`src/rtl/daq_mem_pkg.sv`:
```
// -----------------------------------------------------------------------------
// daq_mem_pkg
// Types and constants shared by the DDR sample path (sample_mem_writer, hal and
// control_unit): memory word/address widths, the writer FSM state encoding and
// small arithmetic helpers for the ring-buffer bookkeeping.
// -----------------------------------------------------------------------------
package daq_mem_pkg;

    localparam int MEM_ADDR_W = 26;
    localparam int MEM_DATA_W = 32;

    typedef enum logic [1:0] {
        IDLE      = 2'd0,
        ISSUE     = 2'd1,
        WAIT_ACK  = 2'd2,
        WAIT_DONE = 2'd3
    } writer_state_t;

    // Next ring offset: the last slot folds back to slot 0.
    function automatic logic [MEM_ADDR_W-1:0] ring_next(
        input logic [MEM_ADDR_W-1:0] off,
        input logic [MEM_ADDR_W-1:0] last
    );
        logic [MEM_ADDR_W-1:0] nxt;
        if (off == last) begin
            nxt = {MEM_ADDR_W{1'b0}};
        end else begin
            nxt = off + {{(MEM_ADDR_W-1){1'b0}}, 1'b1};
        end
        return nxt;
    endfunction

    // 16-bit increment that sticks at all-ones.
    function automatic logic [15:0] sat_inc16(input logic [15:0] v);
        logic [15:0] nxt;
        if (v == 16'hFFFF) begin
            nxt = v;
        end else begin
            nxt = v + 16'd1;
        end
        return nxt;
    endfunction

endpackage

```
`src/rtl/sync_fifo.sv`:
```
// -----------------------------------------------------------------------------
// sync_fifo
// Single-clock FIFO: register array with binary read/write pointers carrying an
// extra wrap bit, so full and empty are told apart by the pointer difference.
// The caller must not push when full nor pop when empty. Read data is the
// current head (first-word-fall-through); a word written at an edge is visible
// at the head only after that edge, so there is no same-cycle bypass.
// Ports:
//   i_clk, i_reset   clock, asynchronous active-high reset (pointers only)
//   i_push, i_data   write strobe and data
//   i_pop            advance the head
//   o_data           current head word
//   o_full, o_empty  occupancy flags
//   o_level          occupancy, 0..DEPTH
// -----------------------------------------------------------------------------
module sync_fifo #(
    parameter int WIDTH = 32,
    parameter int DEPTH = 16
) (
    input  logic                     i_clk,
    input  logic                     i_reset,
    input  logic                     i_push,
    input  logic [WIDTH-1:0]         i_data,
    input  logic                     i_pop,
    output logic [WIDTH-1:0]         o_data,
    output logic                     o_full,
    output logic                     o_empty,
    output logic [$clog2(DEPTH):0]   o_level
);

    localparam int AW = $clog2(DEPTH);

    logic [WIDTH-1:0] r_mem [DEPTH];
    logic [AW:0]      r_wptr;
    logic [AW:0]      r_rptr;
    logic [AW:0]      w_level;

    // Storage array: written on push, never reset (contents are don't-care when empty).
    always_ff @(posedge i_clk) begin
        if (i_push) begin
            r_mem[r_wptr[AW-1:0]] <= i_data;
        end
    end

    // Read/write pointers with wrap bit.
    always_ff @(posedge i_clk or posedge i_reset) begin
        if (i_reset) begin
            r_wptr <= {(AW+1){1'b0}};
            r_rptr <= {(AW+1){1'b0}};
        end else begin
            if (i_push) begin
                r_wptr <= r_wptr + {{AW{1'b0}}, 1'b1};
            end
            if (i_pop) begin
                r_rptr <= r_rptr + {{AW{1'b0}}, 1'b1};
            end
        end
    end

    assign w_level = r_wptr - r_rptr;
    assign o_level = w_level;
    assign o_full  = (w_level == (AW+1)'(DEPTH));
    assign o_empty = (w_level == {(AW+1){1'b0}});
    assign o_data  = r_mem[r_rptr[AW-1:0]];

endmodule

```
`src/rtl/sample_mem_writer.sv`:
```
// -----------------------------------------------------------------------------
// sample_mem_writer
// Buffers 32-bit ADC sample words in a FIFO and drains them, one single-word
// write at a time, into a DDR ring buffer starting at BASE_ADDR via the hal
// write interface (memory_write_req / memory_addr / memory_data_write /
// memory_busy). A write that never sees memory_busy within ACK_TIMEOUT cycles
// is abandoned (not retried) and flagged.
// Ports:
//   clk, reset         system clock, asynchronous active-high reset
//   enable             1 = drain FIFO to memory (never aborts an in-flight write)
//   s_valid/s_data     incoming sample word
//   s_ready            FIFO can accept this cycle (!full)
//   memory_write_req   one-cycle write strobe
//   memory_addr        word address, held until the next write
//   memory_data_write  write data, held with memory_addr
//   memory_busy        hal busy
//   wr_offset          next ring offset to be written
//   wrap_count         ring wraps, saturating
//   fill_level         FIFO occupancy
//   overflow           sticky: a sample was dropped
//   ack_timeout        sticky: a write was abandoned
//   clear_flags        clears both sticky flags (a same-cycle set wins)
// -----------------------------------------------------------------------------
module sample_mem_writer
    import daq_mem_pkg::*;
#(
    parameter int                    FIFO_DEPTH  = 16,
    parameter logic [MEM_ADDR_W-1:0] BASE_ADDR   = 26'h0,
    parameter int                    RING_WORDS  = 2**20,
    parameter int                    ACK_TIMEOUT = 8
) (
    input  logic                          clk,
    input  logic                          reset,
    input  logic                          enable,
    input  logic                          s_valid,
    input  logic [MEM_DATA_W-1:0]         s_data,
    output logic                          s_ready,
    output logic                          memory_write_req,
    output logic [MEM_ADDR_W-1:0]         memory_addr,
    output logic [MEM_DATA_W-1:0]         memory_data_write,
    input  logic                          memory_busy,
    output logic [MEM_ADDR_W-1:0]         wr_offset,
    output logic [15:0]                   wrap_count,
    output logic [$clog2(FIFO_DEPTH):0]   fill_level,
    output logic                          overflow,
    output logic                          ack_timeout,
    input  logic                          clear_flags
);

    localparam int                    TMR_W     = $clog2(ACK_TIMEOUT + 1);
    localparam logic [TMR_W-1:0]      TMR_LAST  = TMR_W'(ACK_TIMEOUT - 1);
    localparam logic [MEM_ADDR_W-1:0] RING_LAST = MEM_ADDR_W'(RING_WORDS - 1);

    writer_state_t               r_state;
    writer_state_t               w_next_state;
    logic                        r_alive;
    logic                        r_req;
    logic [MEM_ADDR_W-1:0]       r_addr;
    logic [MEM_DATA_W-1:0]       r_data;
    logic [MEM_ADDR_W-1:0]       r_offset;
    logic [15:0]                 r_wrap;
    logic [TMR_W-1:0]            r_timer;
    logic                        r_overflow;
    logic                        r_ack_timeout;

    logic                        w_push;
    logic                        w_pop;
    logic                        w_drop;
    logic                        w_timeout_evt;
    logic                        w_full;
    logic                        w_empty;
    logic [MEM_DATA_W-1:0]       w_head;
    logic [$clog2(FIFO_DEPTH):0] w_level;

    sync_fifo #(
        .WIDTH (MEM_DATA_W),
        .DEPTH (FIFO_DEPTH)
    ) u_fifo (
        .i_clk   (clk),
        .i_reset (reset),
        .i_push  (w_push),
        .i_data  (s_data),
        .i_pop   (w_pop),
        .o_data  (w_head),
        .o_full  (w_full),
        .o_empty (w_empty),
        .o_level (w_level)
    );

    // s_ready is held low while reset is asserted and rises on the first clock after release.
    assign s_ready = r_alive & ~w_full;
    assign w_push  = s_valid & s_ready;
    assign w_drop  = s_valid & ~s_ready;

    // Marks the first clock edge after reset release.
    always_ff @(posedge clk or posedge reset) begin
        if (reset) begin
            r_alive <= 1'b0;
        end else begin
            r_alive <= 1'b1;
        end
    end

    // Next-state and FIFO pop decode.
    always_comb begin
        w_next_state  = r_state;
        w_pop         = 1'b0;
        w_timeout_evt = 1'b0;
        case (r_state)
            IDLE: begin
                if (enable && !w_empty && !memory_busy) begin
                    w_pop        = 1'b1;
                    w_next_state = ISSUE;
                end else begin
                    w_next_state = IDLE;
                end
            end
            ISSUE: begin
                w_next_state = WAIT_ACK;
            end
            WAIT_ACK: begin
                if (memory_busy) begin
                    w_next_state = WAIT_DONE;
                end else if (r_timer == TMR_LAST) begin
                    w_timeout_evt = 1'b1;
                    w_next_state  = IDLE;
                end else begin
                    w_next_state = WAIT_ACK;
                end
            end
            WAIT_DONE: begin
                if (!memory_busy) begin
                    w_next_state = IDLE;
                end else begin
                    w_next_state = WAIT_DONE;
                end
            end
            default: begin
                w_next_state = IDLE;
            end
        endcase
    end

    // State register, write strobe, address/data latch, ring pointer and ack timer.
    // The strobe is registered from the next state so it is high exactly in ISSUE
    // and still drops immediately on reset.
    always_ff @(posedge clk or posedge reset) begin
        if (reset) begin
            r_state  <= IDLE;
            r_req    <= 1'b0;
            r_addr   <= {MEM_ADDR_W{1'b0}};
            r_data   <= {MEM_DATA_W{1'b0}};
            r_offset <= {MEM_ADDR_W{1'b0}};
            r_wrap   <= 16'd0;
            r_timer  <= {TMR_W{1'b0}};
        end else begin
            r_state <= w_next_state;
            r_req   <= (w_next_state == ISSUE);
            if (w_pop) begin
                r_addr <= BASE_ADDR + r_offset;
                r_data <= w_head;
            end
            if (r_state == ISSUE) begin
                r_offset <= ring_next(r_offset, RING_LAST);
                if (r_offset == RING_LAST) begin
                    r_wrap <= sat_inc16(r_wrap);
                end
                r_timer <= {TMR_W{1'b0}};
            end else if ((r_state == WAIT_ACK) && !memory_busy) begin
                r_timer <= r_timer + {{(TMR_W-1){1'b0}}, 1'b1};
            end
        end
    end

    // Sticky overflow flag; a drop in the same cycle as clear_flags keeps it set.
    always_ff @(posedge clk or posedge reset) begin
        if (reset) begin
            r_overflow <= 1'b0;
        end else if (w_drop) begin
            r_overflow <= 1'b1;
        end else if (clear_flags) begin
            r_overflow <= 1'b0;
        end
    end

    // Sticky ack-timeout flag; a timeout in the same cycle as clear_flags keeps it set.
    always_ff @(posedge clk or posedge reset) begin
        if (reset) begin
            r_ack_timeout <= 1'b0;
        end else if (w_timeout_evt) begin
            r_ack_timeout <= 1'b1;
        end else if (clear_flags) begin
            r_ack_timeout <= 1'b0;
        end
    end

    assign memory_write_req  = r_req;
    assign memory_addr       = r_addr;
    assign memory_data_write = r_data;
    assign wr_offset         = r_offset;
    assign wrap_count        = r_wrap;
    assign fill_level        = w_level;
    assign overflow          = r_overflow;
    assign ack_timeout       = r_ack_timeout;

endmodule

```
`config.mk`:
```
export PLATFORM = sky130hd
export DESIGN_NAME = sample_mem_writer
export DESIGN_NICKNAME = d
export VERILOG_FILES = /design/src/rtl/daq_mem_pkg.sv /design/src/rtl/sync_fifo.sv /design/src/rtl/sample_mem_writer.sv
export SDC_FILE = /design/constraint.sdc
export NUM_CORES = 1
export LEC_CHECK = 0
export BUFFER_PORTS_ARGS = -buffer_cell sky130_fd_sc_hd__buf_4
export CORE_ASPECT_RATIO = 2
export CORE_MARGIN = 8
export CORE_UTILIZATION = 26
export DETAILED_ROUTE_END_ITERATION = 8
export GPL_ROUTABILITY_DRIVEN = 0
export PLACE_DENSITY = 0.47
export SLEW_MARGIN = 20
export SYNTH_ARGS = -nofsm -noshare
export SYNTH_HDL_FRONTEND = slang
export SYNTH_HIERARCHICAL = 1
export SYNTH_SLANG_ARGS = --single-unit
```
`constraint.sdc`:
```
create_clock -name clk -period 11.65 [get_ports clk]
set_input_delay 0.5825 -clock clk [delete_from_list [all_inputs] [get_ports clk]]
set_output_delay 0.5825 -clock clk [all_outputs]
set_load 0.03 [all_outputs]
```
**Yosys cells after proc, flatten, opt, wreduce, memory -nomap -nowiden**

Memory sizes are Yosys's and may differ from the RTL's. A register that Yosys moved wholly into a read port is not among the register bits.
Cells that the tools add are included.

- Bits in registers: 88
- Memory bits (writable): 512
- Bits of input ports: 38
- Output and inout bits: 109
- Logic and storage cells: 61
- Memories: 1

- Add/subtract/negate cells: 6
- Equality and inequality tests: 8
- Muxes and demuxes: 18
- Bitwise logic cells: 6
- Reductions and logical operators: 11

Memory list:

| name | depth | bits a word | rd ports | clocked after Yosys merged registers in | wr ports | line | source |
|---|---|---|---|---|---|---|---|
| u_fifo.r_mem | 16 | 32 | 1 | 1 | 1 | sync_fifo.sv:33 | `logic [WIDTH-1:0] r_mem [DEPTH];` |

Operators by type and width:

| cell | count |
|---|---|
| adder 26 x 1 -> 26 bit (second input constant) | 1 |
| == test 26 x 20 -> 1 bit (second input constant) | 1 |
| 2-to-1 mux 26 bit | 1 |
| adder 16 x 1 -> 16 bit (second input constant) | 1 |
| == test 16 bit (second input constant) | 1 |
| 2-to-1 mux 1 bit | 11 |
| adder 5 x 1 -> 5 bit (second input constant) | 2 |
| 2-to-1 mux 4 bit | 2 |
| one-hot mux 2 bit (4 select lines) | 1 |
| 2-to-1 mux 2 bit | 3 |
| nonzero test 2 bit | 3 |
| == test 5 bit (second input constant) | 1 |
| zero test 5 bit | 1 |
| subtractor 5 bit | 1 |
| adder 4 x 1 -> 4 bit (second input constant) | 1 |
| == test 2 x 1 -> 1 bit (second input constant) | 2 |
| == test 2 bit (second input constant) | 2 |
| == test 4 x 3 -> 1 bit (second input constant) | 1 |
| bitwise AND 1 bit | 3 |
| logical AND 1 bit | 3 |
| inverter 1 bit | 3 |
| AND reduction 3 bit | 1 |
| zero test 1 bit | 2 |
| zero test 2 bit | 1 |

**Logic depth before layout (Yosys ltp)**

Gate-level depths: netlist of the first run.

- Depth after elaboration: 8
- Mapped depth: 17
- Depth with buffers taken out: 13

**Cells and area by module**

The synthesis of the first run kept the hierarchy.

By module, submodules not included:

| module | instances | cells each | area an instance (µm²) | sequential area each (µm²) |
|---|---|---|---|---|
| sync_fifo | 1 | 877 | 20021.7 | 15625.0 |
| sample_mem_writer | 1 | 362 | 4664.5 | 2752.6 |

**Least setup slack after synthesis of the first run**

Ideal clock, no wire load.

- Kind: reg-to-reg
- From: register u_fifo.r_wptr[0]
- To: memory u_fifo.r_mem[6][0] (enable)
- Setup time: 461 ps
- Data arrival time: 5436 ps
- Required time: 11189 ps
- Slack: 5752 ps
- Cell stages (with the launch flop): 13
- Path buffers: 1
- Period minus slack after synthesis: 5898 ps
- Cells stage by stage: dfrtp_1 > inv_1 > ha_1 > fa_1 > xnor2_1 > nand4b_1 > a21o_1 > a22oi_1 > nor2b_1 > and2_1 > clkbuf_1 > nand2_1 > nor3_1

- Cells in the longest elaborated chain, start to end: 7

RTL lines:

| item | line | source |
|---|---|---|
| start: declaration | sync_fifo.sv:34 | `logic [AW:0] r_wptr;` |
| start signal: assignment | sync_fifo.sv:48 | `r_wptr <= {(AW+1){1'b0}};` |
| start signal: assignment | sync_fifo.sv:52 | `r_wptr <= r_wptr + {{AW{1'b0}}, 1'b1};` |
| subtractor 5 bit | sync_fifo.sv:60 | `assign w_level = r_wptr - r_rptr;` |
| net fill_level[2] | sample_mem_writer.sv:44 | `output logic [$clog2(FIFO_DEPTH):0] fill_level,` |
| == test 5 bit | sync_fifo.sv:62 | `assign o_full = (w_level == (AW+1)'(DEPTH));` |
| net w_full | sample_mem_writer.sv:70 | `logic w_full;` |
| inverter 1 bit | sample_mem_writer.sv:91 | `assign s_ready = r_alive & ~w_full;` |
| bitwise AND 1 bit | sample_mem_writer.sv:91 |  |
| net s_ready | sample_mem_writer.sv:37 | `output logic s_ready,` |
| bitwise AND 1 bit | sample_mem_writer.sv:92 | `assign w_push = s_valid & s_ready;` |
| net w_push | sample_mem_writer.sv:66 | `logic w_push;` |
| 2-to-1 mux 1 bit | sync_fifo.sv:40 | `if (i_push) begin` |
| 2-to-1 mux 1 bit (not written as such) | sync_fifo.sv:41 | `r_mem[r_wptr[AW-1:0]] <= i_data;` |
| end: declaration | sync_fifo.sv:33 |  |

The timed path passes the listed nets, and every way through them passes these cells.

**Worst setup path after layout of the first run**

- From: register u_fifo.r_rptr[0]
- To: memory u_fifo.r_mem[1][1] (enable)

- Cells in the longest elaborated chain, start to end: 7

RTL lines:

| item | line | source |
|---|---|---|
| start: declaration | sync_fifo.sv:35 | `logic [AW:0] r_rptr;` |
| start signal: assignment | sync_fifo.sv:49 | `r_rptr <= {(AW+1){1'b0}};` |
| start signal: assignment | sync_fifo.sv:55 | `r_rptr <= r_rptr + {{AW{1'b0}}, 1'b1};` |
| subtractor 5 bit | sync_fifo.sv:60 |  |
| == test 5 bit | sync_fifo.sv:62 |  |
| net w_full | sample_mem_writer.sv:70 |  |
| inverter 1 bit | sample_mem_writer.sv:91 |  |
| bitwise AND 1 bit | sample_mem_writer.sv:91 |  |
| bitwise AND 1 bit | sample_mem_writer.sv:92 |  |
| net w_push | sample_mem_writer.sv:66 |  |
| 2-to-1 mux 1 bit | sync_fifo.sv:40 |  |
| 2-to-1 mux 1 bit (not written as such) | sync_fifo.sv:41 |  |

The timed path passes the listed nets, and every way through them passes these cells.

==> results.txt, run 1 <==
Synthesis Warnings: 6
Commonest non-fill, non-tap cell in the layout: edfxtp_1
Clock network fraction of total power: 0.314
Inst Count DP: 2560
Port bufs: 146
Final Hold Viols: 0
Routed Antenna Nets: 0
Rel. slew slack: 0.276
H-tree levels: 2
Die area: 0.106 mm^2
Psw: 1.97 mW
Post-route DRC: 0
Post-Syn Instances: 1239
Seq. cell area: 0.0184 mm^2
Post-Syn Area: 0.0247 mm^2
Register area share after synthesis: 0.744
Worst hold path type: primary input to register
Number of flops mapped to enable cells by yosys: 512
Fin nets: 1458
Max VDD drop: 0.000138 V
Comb pwr share: 0.255
Worst slew pin tran: 1090 ps
IO Count: 147
Ys flop type: edfxtp_1
WL final: 56100 um
Commonest cells after routing, fill and taps aside: 512 x edfxtp_1, 162 x buf_4, 117 x dfrtp_1
Fin crit share: 0.378
Crit end category: register
Die height: 452 um
Max cap viols: 0
Worst R2R End: u_fifo/r_mem[1][1]$_DFFE_PP_
WS Path Type: register to register
CTS buffer count: 59
Status: finished, final reports clean
CTS sink count: 632
Share of layout cells above drive strength 1: 0.316
Sequence of cells on the critical path: ha_1, fa_1, xnor2_1, nand4b_1, a21o_1, a22oi_1, nor2b_1, and2_1, nor3b_1, and2_2
Fin Clk Skew: 43.2 ps
DRT iter0 DRCs: 703
Post-CTS sizing: 0
Post-route insts no fill: 2676
Filler instances: 9157
CP Capture Point: u_fifo/r_mem[1][1]$_DFFE_PP_
Netlist cell types: 54
R2r setup slk: 7250 ps
Asr flop ratio synth: 0.190
Core area: 0.0947 mm^2
Largest net degree at the start of global routing: 66
Initial core utilization: 0.261
Synthesized area per cell: 19.9 um^2
Routed via count: 12.1k
Sw Share: 0.300
Num rows: 160
Crit path max fanout: 36
Syn_nets: 1290
CP max-delay cell: and2_2
Clock-pin transition on the worst setup and hold timing paths: 60 ps
Multi-input gate area: 0.00590 mm^2
Area growth syn-to-layout: 18.4%
Clock buffer depth: 3
Global router's overall resource usage: 0.106
Worst r2r src: u_fifo/r_rptr[0]$_DFFE_PP0P_
Worst Path Arrival: 4630 ps
Setup violators final: 0
R2R cell count: 10
CP bufs+invs: 0
Dpl hpwl: 32600 um
First-pass GRT wire length: 85200 um
Kind of cell adding the most delay to the critical path: simple AND/OR/NAND/NOR gates
DR vias/cell: 4.52
Synth Register Bits: 632
Internal: 4.60 mW
Slew Viols, Final: 0
Worst Setup SP: u_fifo/r_rptr[0]$_DFFE_PP0P_
Drt wl/cell: 21.0 um
DRT Pass-1 Iters: 5
Clock Root Buffer: clkbuf_16
PD cells: 225 mW/mm^2
Critical path startpoint category: register
Worst path max stage delay: 910 ps
LEAKAGE: 9.99 nW
Clk_lat worst skew: 640 ps
FMAX: 0.227 GHz
TritonCTS clock tree: yes
CP required: 11880 ps
Vias in the first global route: 13.1k
Antenna violations before repair: 5
Final min period: 4400 ps
Stages on the worst setup path: 10
Die width: 234 um
Gr ovfl total: 0
Setup_tns: 0 ps
RSZ-0062 raised after global routing: false
Sequential power share: 0.431
repair_timing:
item	CTS	global route
endpoints found under the hold margin	10	0
buffers inserted	0	0
hold buffers	1	0
per-layer routing:
metal,global-route usage,routed length (um),vias to the layer above
met5,0,16,-
met4,0.0283,1320,2
met3,0.0233,3170,87
met2,0.167,25600,279
met1,0.145,26000,6363
li1,-,-,5360
through the flow:
stage / setup WS, ps / instance area (um^2) / total power, mW / hold slack [ps] / utilization
detailed placement: 7140 / 27100 / 4.60 / 471 / 0.286
global route: 6880 / 29200 / 6.88 / 160 / 0.308
global placement: 7290 / 27100 / 4.59 / 461 / 0.286
finish: 7250 / 29200 / 6.56 / 196 / 0.309
CTS: 7130 / 29200 / 6.69 / 143 / 0.308
floorplan: 5750 / 24700 / 4.06 / 423 / -
cells by family after synthesis:
logic type / synth area share
xor+xnor: 0.0174
buf+inv: 0.0189
mux: 0.148
fa+ha+maj: 0.00689
other cells: 0.000152
compound gates: 0.0218
flops: 0.744
simple gates: 0.0423
layout make-up:
type / count / area share
multi-input cells: 532 / 0.202
well taps: 1215 / 0.0520
inverters: 19 / 0.00253
clock inverters: 26 / 0.0132
diodes: 4 / 0.000343
clock buffers: 85 / 0.0587
repair buffers: 163 / 0.0420
flip-flops and latches: 632 / 0.629
power groups by stage:
stage          combinational [mW]  clock (mW)  sequential [mW]
5_1_grt                      1.81        2.21             2.86
6_report                     1.68        2.06             2.83
4_1_cts                      1.72        2.13             2.84
2_1_floorplan                1.16           0             2.90
3_3_place_gp                 1.70           0             2.88
3_5_place_dp                 1.71           0             2.88
how the worst min path moves through the flow:
stage,from,depth (start not counted),end
after floorplan,reset,1,u_fifo/r_rptr[0]$_DFFE_PP0P_
after global placement,r_timer[3]$_DFFE_PP0P_,1,r_timer[3]$_DFFE_PP0P_
after detailed placement,r_timer[3]$_DFFE_PP0P_,1,r_timer[3]$_DFFE_PP0P_
after CTS,clear_flags,2,overflow$_DFFE_PP0P_
after global routing,clear_flags,2,overflow$_DFFE_PP0P_
final,clear_flags,2,overflow$_DFFE_PP0P_
registers in the layout (all words and copies together), names as in the netlist:
signal / flops
memory_addr: 26
wr_offset: 26
u_fifo/r_mem: 512
r_state: 2
overflow: 1
wrap_count: 16
u_fifo/r_rptr: 5
memory_write_req: 1
r_alive: 1
r_timer: 4
u_fifo/r_wptr: 5
memory_data_write: 32
ack_timeout: 1
synth_stat cells, types with 14 or more instances:
cell type	count	area, um^2
mux4_1	22	578
clkbuf_1	16	60.1
and2_1	16	100
xor2_1	14	123
dfrtp_1	120	3000
xnor2_1	35	307
edfxtp_1	512	15400
buf_2	16	80.1
o22ai_1	66	413
inv_1	19	71.3
nand2_1	27	101
nand4_1	23	144
nand3_1	18	90.1
nor2_1	60	225
mux4_2	106	2390
mux2_2	60	676
(Power assumes the default switching activity.)
==> inputs of run 2 (changes only) <==
--- a/config.mk
+++ b/config.mk
@@ -11,7 +11,7 @@
 export CORE_UTILIZATION = 26
 export DETAILED_ROUTE_END_ITERATION = 8
 export GPL_ROUTABILITY_DRIVEN = 0
-export PLACE_DENSITY = 0.47
+export PLACE_DENSITY = 0.48
 export SLEW_MARGIN = 20
 export SYNTH_ARGS = -nofsm -noshare
 export SYNTH_HDL_FRONTEND = slang
==> constraint.sdc (replaced) <==
create_clock -name clk -period 4.04 [get_ports clk]
set_input_delay 0.202 -clock clk [delete_from_list [all_inputs] [get_ports clk]]
set_output_delay 0.202 -clock clk [all_outputs]
set_load 0.03 [all_outputs]
==> run 2 against run 1 <==
Maximum frequency up 23%. Count of clock-buffer cells in the layout rose by 1. Power increased to 3.0 times the previous value. Largest power group unchanged. Sequential power rose to 2.8 times the previous value. Clock skew fell by 15 ps. Non-clock buffer count up 68. Die area is the same. Hold slack lost 110 ps. Critical path type unchanged. Via count grew 3.8%.
==> results.txt, run 2 (synthesis gave the netlist of run 1 again) <==
Status: finished, final reports clean
CTS buffer count: 66 (+12%)
ANT cells: 0 (-4)
Worst R2R End: u_fifo/r_mem[12][9]$_DFFE_PP_
CP bufs+invs: 2 (+2)
Met3 Resource Use GR: 0.0229 (-0.000313)
GR peak layer: met2
Port bufs: 146 (unchanged)
PD cells: 651 mW/mm^2 (+190%)
DRT iter0 DRCs: 769 (+9.4%)
First-pass GRT wire length: 88300 um (+3.6%)
CP max-delay cell: fa_1
Die height: 452 um (unchanged)
Setup_tns: 0 ps (unchanged)
Worst slew pin tran: 1020 ps (-64.4 ps)
Commonest non-fill, non-tap cell in the layout: edfxtp_1
Setup violators final: 0 (unchanged)
Worst path max stage delay: 530 ps (-380 ps)
Critical path startpoint category: register
Hold Crit Endpoint: u_fifo/r_wptr[0]$_DFFE_PP0P_
Clock Root Buffer: clkbuf_16
Routed Antenna Nets: 0 (unchanged)
Crit path max fanout: 16 (-56%)
Final Hold Viols: 0 (unchanged)
Die area: 0.106 mm^2 (unchanged)
CTS sink count: 632 (unchanged)
Dpl hpwl: 36200 um (+11%)
Util after Layout: 0.319 (+0.0103)
Hold Crit Start: s_valid
Num rows: 160 (unchanged)
Gr ovfl total: 0 (unchanged)
FMAX: 0.279 GHz (+23%)
Commonest cells after routing, fill and taps aside: 512 x edfxtp_1, 181 x buf_4, 117 x dfrtp_1
Routed via count: 12.5k (+3.8%)
Crit end category: register
Clk_lat worst skew: 630 ps (about the same)
Inst Count DP: 2592 (+1.3%)
CP required: 4320 ps (-7560 ps)
Drt wl/cell: 21.6 um (+2.8%)
Clock-pin transition on the worst setup and hold timing paths: 60 ps (about the same)
DR vias/cell: 4.56 (+0.98%)
Kind of cell adding the most delay to the critical path: simple AND/OR/NAND/NOR gates
Max cap viols: 0 (unchanged)
Antenna violations before repair: 3 (-2)
Worst hold path type: primary input to register
WS Path Type: register to register
RSZ-0062 raised after global routing: false
R2r setup slk: 450 ps (-6800 ps)
Rel. slew slack: 0.317 (+0.0405)
Largest net degree at the start of global routing: 96 (+45%)
LEAKAGE: 10.4 nW (+4.4%)
Slew Viols, Final: 0 (unchanged)
DRT Pass-1 Iters: 5 (unchanged)
Max reg flops: 512 (unchanged)
TritonCTS clock tree: yes
Worst r2r src: u_fifo/r_wptr[0]$_DFFE_PP0P_
IO Count: 147 (unchanged)
Worst Path Arrival: 3870 ps (-760 ps)
Initial core utilization: 0.261 (unchanged)
Fin nets: 1533 (+5.1%)
H-tree levels: 3 (+1)
M1 GR Usage: 0.158 (+0.0127)
Clock buffer depth: 3 (unchanged)
WL final: 59300 um (+5.7%)
Final min period: 3590 ps (-812 ps)
Post-route DRC: 0 (unchanged)
Max VDD drop: 0.000373 V (+170%)
Worst Setup SP: u_fifo/r_wptr[0]$_DFFE_PP0P_
R2R cell count: 13 (+3)
Fin crit share: 0.888 (+0.510)
Met2 GRT Util: 0.170 (+0.00363)
Die width: 234 um (unchanged)
CP most frequent cell: and2_2
Global router's overall resource usage: 0.112 (+0.00638)
Core area: 0.0947 mm^2 (unchanged)
Share of layout cells above drive strength 1: 0.324 (+0.00871)
Fin Clk Skew: 27.9 ps (-15.3 ps)
Area growth syn-to-layout: 22.3%
Min-Delay Path Depth: 3 (+1)
Sequence of cells on the critical path: inv_1, ha_1, fa_1, nor2b_1, o21a_1, or3_1, a22oi_1, nor2b_4, and2_2, nand2_1, nor2_1, and2_2, buf_4
Vias in the first global route: 13.1k (-0.14%)
Post-route insts no fill: 2750 (+2.8%)
[run 2: power breakdown]
part	switching, mW	total (mW)	internal (mW)
clock network	2.62	6.34	3.72
registers	0.314	7.93	7.61
logic	3.08	5.38	2.30
[run 2: area by class of cell]
type | count | area [um^2]
Clock buffer | 86 | 1810
Clock inverter | 35 | 469
Fill cell | 9125 | 64500
Inverter | 19 | 76.3
Multi-Input combinational cell | 532 | 5940
Sequential cell | 632 | 18400
Tap cell | 1215 | 1520
Timing Repair Buffer | 231 | 1990
[run 2: worst register-to-register path: stages (launching register included)]
cell and delay [ps]:
dfrtp_1 420, inv_1 110, ha_1 250, fa_1 530, nor2b_1 200, o21a_1 170, or3_1 120, a22oi_1 120
nor2b_4 140, and2_2 300, nand2_1 110, nor2_1 200, and2_2 210, buf_4 340
[run 2: layer usage]
layer | vias to the layer above | wire (um) | share of wire
met5 | - | 36 | 0.00061
met4 | 6 | 1240 | 0.021
li1 | 5509 | - | -
met3 | 80 | 3310 | 0.056
met2 | 351 | 27100 | 0.46
met1 | 6601 | 27700 | 0.47
[run 2: stage by stage]
stage	power, mW	cell area (um^2)	hold WS, ps	setup slack [ps]
after floorplan	11.8	24800	42.2	7.03
after global placement	13.5	27500	261	373
after detailed placement	13.5	27500	268	339
after CTS	20.0	30200	130	310
after global routing	20.5	30200	113	172
final	19.7	30200	90.1	452
[run 2: how the worst max path moves through the flow]
| stage | end | slack (ps) | cells past startpoint |
|---|---|---|---|
| 2_1_floorplan | u_fifo/r_mem[2][0]$_DFFE_PP_ | 7 | 12 |
| 3_3_place_gp | u_fifo/r_mem[12][16]$_DFFE_PP_ | 370 | 13 |
| 3_5_place_dp | u_fifo/r_mem[12][9]$_DFFE_PP_ | 340 | 13 |
| 4_1_cts | u_fifo/r_mem[12][7]$_DFFE_PP_ | 310 | 13 |
| 5_1_grt | u_fifo/r_mem[12][7]$_DFFE_PP_ | 170 | 13 |
| 6_report | u_fifo/r_mem[12][9]$_DFFE_PP_ | 450 | 13 |
[run 2: what timing repair did]
action                                  4_1_cts  5_1_grt
setup buffers                                 0        0
hold buffers                                 37        0
hold endpoints to repair                    621        0
endpoints found under the setup margin        0       10
gates resized for setup                       0        1
